--- src/rtl/timer_pkg.sv ---
// Shared constants and types for the APB timer: register map, TCR layout, write masks.
// Build option TIMER_IRQ_EN widens the TCR write mask to include the interrupt enables.
package timer_pkg;

  localparam logic [7:0] ADDR_TDR  = 8'h00;
  localparam logic [7:0] ADDR_TCR  = 8'h01;
  localparam logic [7:0] ADDR_TSR  = 8'h02;
  localparam logic [7:0] ADDR_TCNT = 8'h03;

  localparam int TCR_CKS_LSB = 0;
  localparam int TCR_OVF_IE  = 2;
  localparam int TCR_UDF_IE  = 3;
  localparam int TCR_DOWN    = 4;
  localparam int TCR_LOAD    = 5;
  localparam int TCR_EN      = 7;

  localparam int TSR_OVF = 0;
  localparam int TSR_UDF = 1;

  typedef enum logic [1:0] {
    CKS_DIV2  = 2'b00,
    CKS_DIV4  = 2'b01,
    CKS_DIV8  = 2'b10,
    CKS_DIV16 = 2'b11
  } cks_e;

  // Field order mirrors the bit positions above, MSB first.
  typedef struct packed {
    logic en;
    logic rsvd6;
    logic load;
    logic down;
    logic udf_ie;
    logic ovf_ie;
    cks_e cks;
  } tcr_t;

  localparam logic [7:0] TCR_WMASK_BASE = 8'hB3;
  localparam logic [7:0] TCR_WMASK_IRQ  = 8'hBF;

`ifdef TIMER_IRQ_EN
  localparam logic [7:0] TCR_WMASK = TCR_WMASK_IRQ;
`else
  localparam logic [7:0] TCR_WMASK = TCR_WMASK_BASE;
`endif

endpackage

--- src/rtl/timer_prescaler.sv ---
// Free-running 4-bit prescaler; selects one bit as clk_div and emits a one-cycle
// tick on its rising edge so the counter stays in the pclk domain.
module timer_prescaler
  import timer_pkg::*;
(
  input  logic pclk,
  input  logic preset_n,
  input  cks_e cks,
  output logic clk_div,
  output logic tick
);

  logic [3:0] cnt;
  logic       clk_div_q;

  // NOTE: sequential state uses non-blocking assignments so every register
  // samples pre-edge values, independent of statement order.
  always_ff @(posedge pclk or negedge preset_n) begin
    if (!preset_n) begin
      cnt       <= '0;
      clk_div_q <= 1'b0;
    end else begin
      cnt       <= cnt + 4'd1;
      clk_div_q <= clk_div;
    end
  end

  // Bit n of the counter toggles every 2^n cycles: a 50% duty divide by 2^(n+1).
  assign clk_div = cnt[cks];
  assign tick    = clk_div & ~clk_div_q;

endmodule

--- config.mk ---
export PLATFORM = sky130hd
export DESIGN_NAME = timer_prescaler
export DESIGN_NICKNAME = d
export VERILOG_FILES = /design/src/rtl/timer_pkg.sv /design/src/rtl/timer_prescaler.sv
export SDC_FILE = /design/constraint.sdc
export NUM_CORES = 1
export LEC_CHECK = 0
export ABC_AREA = 0
export CAP_MARGIN = 10
export CORE_AREA = 2 2 39 41
export DETAILED_ROUTE_END_ITERATION = 7
export DIE_AREA = 0 0 41 43
export PLACE_DENSITY = 0.39
export SLEW_MARGIN = 20
export SYNTH_ARGS = -nofsm -noshare
export SYNTH_HDL_FRONTEND = slang
export SYNTH_SLANG_ARGS = --single-unit
export TNS_END_PERCENT = 50
--- constraint.sdc ---
create_clock -name pclk -period 0.99 [get_ports pclk]
set_input_delay 0.099 -clock pclk [delete_from_list [all_inputs] [get_ports pclk]]
set_output_delay 0.099 -clock pclk [all_outputs]
set_load 0.05 [all_outputs]
==> qor.csv <==
metric;value;unit
die_w;41;um
cts_root_buffer;clkbuf_4;
slew_violations;0;
wirelength;419;um
rows;14;
syn-instance-count;12;
drtPass1Iterations;2;
cts_tree;built;
highest_layer;met3;
violations;negative setup slack;
grt_start_max_net_pins;6;
end_kind;output port;
syn-cell-area;200;um2
r2r_setup_slack;-0.13;ns
min_path_type;input pin to async pin;
clock_latency;0.24;ns
skew;0.00259;ns
r2r_cells;2;
drv_cap;0;
setup_viol;4;
cts_buffer_depth;2;
wire_per_inst;9.52;um
drc;0;
dieArea;1760;um2
wl_met1;170;um
core;1380;um2
leakagePower;0.185;nW
top_level_ports;6;
htreeDepth;1;
yosys_warnings;0;
crit_arrival;1.39;ns
drtAntennaViolNets;0;
worst_slew_pin_slew;0.227;ns
crit_type;register to output port;
regToRegStartpoint;cnt[3];
timing.fmax;672;MHz
hold_buffers;0;
vias;151;
cts_buffers;3;
grt_pass1_vias;134;
dr_wl_met3;44;um
min_period;1.49;ns
drive_gt1_frac;0.536;
rsz0062_at_grt;true;
die_y;43;um
fin_nets;34;
hpwl;290;um
start_util;0.145;
max_slew_margin;0.848;
synth_seq_cells;5;
min_period_over_period;1.50;
nFillCells;150;
fin_ws;-0.499;ns
yosysUniqueCellTypes;8;
cts_sinks;5;
port_buffers;5;
synthToLayoutAreaGrowth;83.8;%
via_per_inst;3.43;
drtIter0Drc;3;
antenna_found_initial;0;
finalNonFillerCells;44;
grt_pass1_wl;565;um
clkTransAtPathRegs;0.05;ns
irDropWorstVdd;0.000611;V
place_inst;38;
grtUsageTotal;0.0586;
gr-total-overflow;0;
fin_hold_ws;0.0781;ns
wl_met2;204;um
diodes;0;
power_density;1350;nW/um2
status;finished, violations left;
syn_area_per_cell;16.7;um2
worstPathMaxFanout;2;
yosysSeqAreaShare;0.625;
crit_path_start_kind;register;
hold_viol_final;0;
crit_required;0.89;ns
synthesis.nets;17;
routabilityCongestion;0.634;
rr_endpoint;clk_div_q;
==> Yosys cell counts, drive strengths merged <==
| cell type | instances | share of area |
|---|---|---|
| dfrtp | 5 | 0.63 |
| ha | 1 | 0.062 |
| inv | 1 | 0.019 |
| mux4 | 1 | 0.11 |
| nand3 | 1 | 0.025 |
| nor2b | 1 | 0.069 |
| xnor2 | 1 | 0.044 |
| xor2 | 1 | 0.044 |
==> layer usage <==
metal | track usage | up-vias
li1 | - | 73
met1 | 0.0557 | 72
met2 | 0.0594 | 6
met3 | 0.0681 | 0
met4 | 0.0600 | 0
met5 | 0 | -
==> placed cells by master (no fill, tap or decap) <==
| cell type | netlist | layout |
|---|---|---|
| xnor2_1 | 1 | 1 |
| clkbuf_1 | 0 | 1 |
| inv_1 | 1 | 1 |
| xor2_1 | 1 | 1 |
| nor2b_4 | 1 | 1 |
| nand3_1 | 1 | 1 |
| buf_4 | 0 | 6 |
| dfrtp_1 | 5 | 5 |
| clkdlybuf4s50_1 | 0 | 3 |
| buf_6 | 0 | 3 |
| mux4_2 | 1 | 1 |
| clkbuf_4 | 0 | 3 |
| ha_4 | 0 | 1 |
==> critical path, cell delays in order, from the launching register on <==
cell	delay, ns
dfrtp_1	0.37
mux4_2	0.48
buf_4	0.16
buf_6	0.14
==> area by class of cell <==
| type | instances | area (um2) | area share |
|---|---|---|---|
| inverters | 1 | 3.75 | 0.0102 |
| well taps | 16 | 20.0 | 0.0544 |
| clock buffers | 4 | 26.3 | 0.0714 |
| flip-flops and latches | 5 | 125 | 0.340 |
| repair buffers | 12 | 109 | 0.296 |
| multi-input cells | 6 | 83.8 | 0.228 |
==> through the flow <==
step	util	power, mW	area (um2)	setup TNS, ns	setup WS [ns]
floorplan	-	0.232	200	-0.689	-0.362
global placement	0.219	0.258	303	-1.43	-0.535
detailed placement	0.219	0.258	303	-1.43	-0.535
CTS	0.243	0.510	337	-1.13	-0.510
global route	0.266	0.528	368	-1.25	-0.538
finish	0.266	0.496	368	-1.14	-0.499
==> power breakdown <==
part / switching [mW] / internal (mW) / leakage, nW / total, mW
combinational: 0.0256 / 0.0272 / 0.104 / 0.0528
clock: 0.0856 / 0.153 / 0.0150 / 0.238
sequential: 0 / 0.205 / 0.0660 / 0.205
==> logic make-up (layout without fill, tap and decap cells) <==
logic type,after synthesis,after routing,synth area share
flip-flops,5,5,0.625
XOR/XNOR,2,2,0.0875
AND/OR/NAND/NOR,2,2,0.0937
adder cells (fa/ha/maj),1,1,0.0625
multiplexers,1,1,0.112
buffers and inverters,1,17,0.0187
==> repair_timing <==
action / CTS / global route
resized for setup: 2 / 3
hold endpoints to repair: 0 / 0
pin swaps: 0 / 0
setup buffers: 0 / 2
endpoints found under the setup margin: 3 / 4
==> worst max path at each step <==
stage,startpoint,endpoint,slack (ns),cells past startpoint
after CTS,cnt[3],clk_div,-0.51,3
after global placement,cks[0],clk_div,-0.53,4
after detailed placement,cks[0],clk_div,-0.54,4
final,cnt[3],clk_div,-0.50,3
after floorplan,cnt[0],tick,-0.36,2
after global routing,cnt[3],clk_div,-0.54,3
==> registers in the layout, summed over array words and instances, names as in the netlist <==
name,count
cnt,4
clk_div_q,1
(Power assumes the default switching activity.)
==> edit 1, RTL diff (same flow settings) <==
Add an input register stage for `cks`, without a reset; this delays it by one clock.
--- a/src/rtl/timer_prescaler.sv
+++ b/src/rtl/timer_prescaler.sv
@@ -9,6 +9,12 @@
   output logic clk_div,
   output logic tick
 );
+
+  cks_e cks_q;
+
+  always_ff @(posedge pclk) begin
+    cks_q <= cks;
+  end
 
   logic [3:0] cnt;
   logic       clk_div_q;
@@ -26,7 +32,7 @@
   end
 
   // Bit n of the counter toggles every 2^n cycles: a 50% duty divide by 2^(n+1).
-  assign clk_div = cnt[cks];
+  assign clk_div = cnt[cks_q];
   assign tick    = clk_div & ~clk_div_q;
 
 endmodule
Check against the original RTL: not equivalent (Yosys sat finds a counterexample within 4 cycles, from zero or initial values and one cycle with preset_n low).
==> edit 1 against the unedited design <==
  * Register-to-register slack gained 0.11 ns
  * Critical path type unchanged
  * Total power grew 18%
  * Sequential share of layout area grew 10 points
  * First-iteration DRC count shrank 100%
  * Area after synthesis grew 20%
  * The flow still finishes with violations (negative setup slack)
  * Cell area grew 2.0%
  * Via count grew 0.66%
  * Critical path depth is the same
  * Sequential cell count grew 2
  * Routed wire length shrank 14%
  * Non-clock buffer count shrank 2
  * Worst setup slack lost 0.010 ns
  * Largest power group is now sequential cells
  * Maximum frequency shrank 0.69%
==> edit 1: results (changes against the unedited design) <==
{
  "logic_synthesis": {
    "share_of_flip_flops_with_an_asynchronous_set_or_reset_after_synthesis": {"value": 0.714, "change": "was 1.00"},
    "synth_cell_types": {"value": 9, "change": "was 8"},
    "syn_inst": {"value": 14, "change": "was 12"},
    "synth_sequential_area_ratio": {"value": 0.688, "change": "was 0.625"}
  },
  "routing": {
    "drt_iter0_drc": {"value": 0, "change": "was 3"},
    "wl_per_cell": {"value": 8.20, "unit": "µm", "change": "was 9.52 µm"},
    "drt_pre_antenna_iters": {"value": 1, "change": "was 2"},
    "totalWireLength": {"value": 361, "unit": "µm", "change": "was 419 µm"},
    "detailroute.via_count": {"value": 152, "change": "was 151"}
  },
  "place": {
    "detailedPlacementHpwl": {"value": 304, "unit": "µm", "change": "was 290 µm"},
    "detailed_place.area": {"value": 335, "unit": "µm²", "change": "was 303 µm²"},
    "place_congestion": {"value": 0.671, "change": "was 0.634"},
    "placed_cells": {"value": 39, "change": "was 38"}
  },
  "finish": {
    "reg_top3": {"value": "cnt: 4 flops, cks_q: 2 flops, clk_div_q: 1 flops", "change": "was cnt: 4 flops, clk_div_q: 1 flops"},
    "post_route_cells_drive_above_1_share": {"value": 0.464, "change": "was 0.536"},
    "fillers": {"value": 151, "change": "was 150"}
  },
  "outcome": {
    "violations_in_the_final_reports": {"value": "negative setup slack", "change": "unchanged"},
    "status": {"value": "complete, but fails checks", "change": "unchanged"}
  },
  "global_routing": {
    "grt_pass1_vias": {"value": 164, "change": "was 134"},
    "grt_first_pass_wirelength": {"value": 614, "unit": "µm", "change": "was 565 µm"},
    "globalRouteTotalUtil": {"value": 0.0598, "change": "was 0.0586"}
  },
  "worst_setup_path": {
    "maximum_net_fanout_on_the_critical_path": {"value": 3, "change": "was 2"},
    "worstPathArrival_ns": 1.40
  },
  "power": {
    "p_leak": {"value": 0.000188, "unit": "µW", "change": "was 0.000185 µW"},
    "internal-power": {"value": 466, "unit": "µW", "change": "was 385 µW"}
  },
  "sta": {
    "slew_headroom": {"value": 0.849, "change": "was 0.848"},
    "pnr_worst_setup_slack": {"value": -0.509, "unit": "ns", "change": "was -0.499 ns"},
    "final-setup-viol-count": {"value": 3, "change": "was 4"},
    "finClkSkew": {"value": 0.00401, "unit": "ns", "change": "was 0.00259 ns"}
  }
}
[edit 1: cell types whose count changed after synthesis]
cell                      unedited run  this run
sky130_fd_sc_hd__dfxtp_1             0         2
[edit 1: area by class of cell]
cell class,instances,area [µm²],area share
Multi-Input combinational cell,6,73.8,0.197
Clock buffer,4,26.3,0.0700
Timing Repair Buffer,10,86.3,0.230
Sequential cell,7,165,0.440
Tap cell,16,20.0,0.0533
Inverter,1,3.75,0.0100
[edit 1: power by group through the flow]
stage / sequential (µW) / combinational (µW) / clock [µW]
2_1_floorplan: 297 / 23.8 / 0
3_3_place_gp: 297 / 45.3 / 0
3_5_place_dp: 297 / 45.5 / 0
4_1_cts: 292 / 47.3 / 263
5_1_grt: 292 / 48.9 / 281
6_report: 292 / 46.6 / 249
[edit 1: routing by layer]
metal / routed length, µm / global-route usage
met1: 140 / 0.0662
met2: 175 / 0.0656
met5: 0 / 0
met4: 0 / 0.0600
met3: 45 / 0.0471
[edit 1: worst max-delay path: cells and delay by family, from the launching register on]
| family | cells | cell delay, ns |
|---|---|---|
| buffers and inverters | 1 | 0.14 |
| DFF | 1 | 0.38 |
| muxes | 1 | 0.48 |
| and+or+nand+nor | 1 | 0.14 |
[edit 1: logic make-up after synthesis]
logic type | count (synthesis) | share of synthesized area
simple gates | 2 | 0.0781
xor+xnor | 2 | 0.0729
fa+ha+maj | 1 | 0.0521
mux | 1 | 0.0937
flops | 7 | 0.688
buf+inv | 1 | 0.0156
[edit 1: stage by stage]
step	hold slack, ns	util	setup slack [ns]	setup TNS [ns]	total power (µW)
2_1_floorplan	-0.197	-	-0.362	-0.689	320
3_3_place_gp	0.342	0.242	-0.279	-0.455	342
3_5_place_dp	0.339	0.242	-0.289	-0.484	342
4_1_cts	0.0727	0.269	-0.529	-1.00	602
5_1_grt	0.0752	0.271	-0.566	-1.09	622
6_report	0.0719	0.271	-0.509	-0.959	587
[edit 1: repair_timing]
| item | 4_1_cts | 5_1_grt |
|---|---|---|
| buffers inserted | 1 | 0 |
| resized for setup | 1 | 1 |
| endpoints found under the setup margin | 3 | 4 |
[edit 1: path summary, 6_finish.rpt]
kind	end	slack [ns]	from	depth (start not counted)
setup / recovery	tick	-0.51	cnt[0]$_DFF_PN0_	3
min in group pclk	cks_q[1]$_DFF_P_	0.30	cks[1]	1
hold / removal	cnt[0]$_DFF_PN0_	0.07	preset_n	1
setup reg to reg	clk_div_q$_DFF_PN0_	-0.02	cnt[0]$_DFF_PN0_	1
max in group asynchronous	cnt[3]$_DFF_PN0_	0.73	preset_n	1
hold reg to reg	cnt[0]$_DFF_PN0_	0.54	cnt[0]$_DFF_PN0_	2
==> edit 2, RTL diff (config.mk and constraints unchanged) <==
Made on the original files. Put a register stage on the output `tick`, cleared by the reset. The value now appears one clock later. The other outputs are not delayed to match.
--- a/src/rtl/timer_prescaler.sv
+++ b/src/rtl/timer_prescaler.sv
@@ -27,7 +27,13 @@
 
   // Bit n of the counter toggles every 2^n cycles: a 50% duty divide by 2^(n+1).
   assign clk_div = cnt[cks];
-  assign tick    = clk_div & ~clk_div_q;
+  always_ff @(posedge pclk or negedge preset_n) begin
+    if (!preset_n) begin
+      tick <= '0;
+    end else begin
+      tick <= clk_div & ~clk_div_q;
+    end
+  end
 
 endmodule
 
Formal check against the unedited RTL: not equivalent (a bounded check fails within 4 cycles, from zero or initial values and one cycle with preset_n low).
==> edit 2 against the unedited design <==
  * The flow still finishes with violations (negative setup slack)
  * Die area unchanged
  * Global-route usage increased by 1.6 points
  * Area after synthesis increased by 13%
  * Total power increased by 2.2%
  * Synthesized cell count increased by 8.3%
  * Maximum frequency increased by 6.2%
  * Cell area increased by 2.4%
  * Worst setup slack improved by 0.088 ns
  * Routed wire length decreased by 0.72%
  * Core utilization increased by 0.63 points
  * Sequential cell count increased by 1
  * Critical path type unchanged
  * Critical endpoint unchanged
  * Largest power group is now sequential cells
==> edit 2: results (changes against the unedited design) <==
{
  "sta": {
    "finalSetupTns": {"value": -0.712, "unit": "ns", "change": "was -1.14 ns"},
    "final-setup-viol-count": {"value": 3, "change": "was 4"},
    "slew_headroom": {"value": 0.821, "change": "was 0.848"},
    "pnr_worst_setup_slack": {"value": -0.412, "unit": "ns", "change": "was -0.499 ns"}
  },
  "place": {
    "place_congestion": {"value": 0.675, "change": "was 0.634"},
    "worst_slack_after_detailed_placement": {"value": -0.446, "unit": "ns", "change": "was -0.535 ns"},
    "detailedPlacementHpwl": {"value": 305, "unit": "µm", "change": "was 290 µm"},
    "detailed_place.area": {"value": 333, "unit": "µm²", "change": "was 303 µm²"}
  },
  "finish": {
    "finalInstanceArea": {"value": 377, "unit": "µm²", "change": "was 368 µm²"},
    "fillers": {"value": 141, "change": "was 150"},
    "post_route_cells_drive_above_1_share": {"value": 0.519, "change": "was 0.536"}
  },
  "logic_synthesis": {
    "postSynthNetCount": {"value": 18, "change": "was 17"},
    "muxShareOfSynthArea": {"value": 0.100, "change": "was 0.112"},
    "synth-adder-area-share": {"value": 0.0556, "change": "was 0.0625"},
    "synthXorXnorAreaFrac": {"value": 0.0778, "change": "was 0.0875"},
    "synth_sequential_area_ratio": {"value": 0.667, "change": "was 0.625"},
    "synth_top_cells_by_area": {"value": "sky130_fd_sc_hd__dfrtp_1, sky130_fd_sc_hd__mux4_2, sky130_fd_sc_hd__nor2b_4, sky130_fd_sc_hd__ha_1, sky130_fd_sc_hd__xnor2_1", "change": "unchanged"}
  },
  "power": {
    "p_leak": {"value": 0.000192, "unit": "µW", "change": "was 0.000185 µW"},
    "power_of_the_clock_network": {"value": 219, "unit": "µW", "change": "was 238 µW"},
    "p_comb_frac": {"value": 0.080, "change": "was 0.106"}
  },
  "global_routing": {
    "globalRouteTotalUtil": {"value": 0.0741, "change": "was 0.0586"},
    "grt_first_pass_wirelength": {"value": 710, "unit": "µm", "change": "was 565 µm"},
    "globalRouteMet2Util": {"value": 0.0750, "change": "was 0.0594"}
  },
  "routing": {
    "average_via_count_per_standard_cell": {"value": 3.67, "change": "was 3.43"},
    "detailroute.via_count": {"value": 158, "change": "was 151"}
  },
  "worst_setup_path": {
    "critical_path.max_stage_delay": {"value": 0.50, "unit": "ns", "change": "was 0.48 ns"}
  },
  "outcome": {
    "violations_in_the_final_reports": {"value": "negative setup slack", "change": "unchanged"},
    "status": {"value": "complete, but fails checks", "change": "unchanged"}
  }
}
## edit 2: cell count changes after synthesis, sizes merged
cell   change
dfrtp      +1
## edit 2: final cells by class
type,count,share of cell area
clock buffers,3,0.0598
well taps,16,0.0532
flip-flops and latches,6,0.399
multi-input cells,6,0.196
inverters,1,0.00997
repair buffers,11,0.282
## edit 2: per-layer routing
layer	part of all wire	up-vias
met5	0	-
met4	0.043	0
met3	0.13	5
met2	0.44	7
met1	0.39	74
li1	-	72
## edit 2: worst register-to-register path, delay by kind of cell, from the launching register on
kind,cells,cell delay [ns]
AND/OR/NAND/NOR,1,0.11
buffers and inverters,1,0.16
flip-flops,1,0.37
multiplexers,1,0.51
## edit 2: repair_timing
| action | CTS | global route |
|---|---|---|
| pin swaps | 0 | 0 |
| gates cloned | 0 | 0 |
| gates resized for setup | 1 | 1 |
| setup endpoints to repair | 3 | 4 |
| buffers inserted | 0 | 2 |
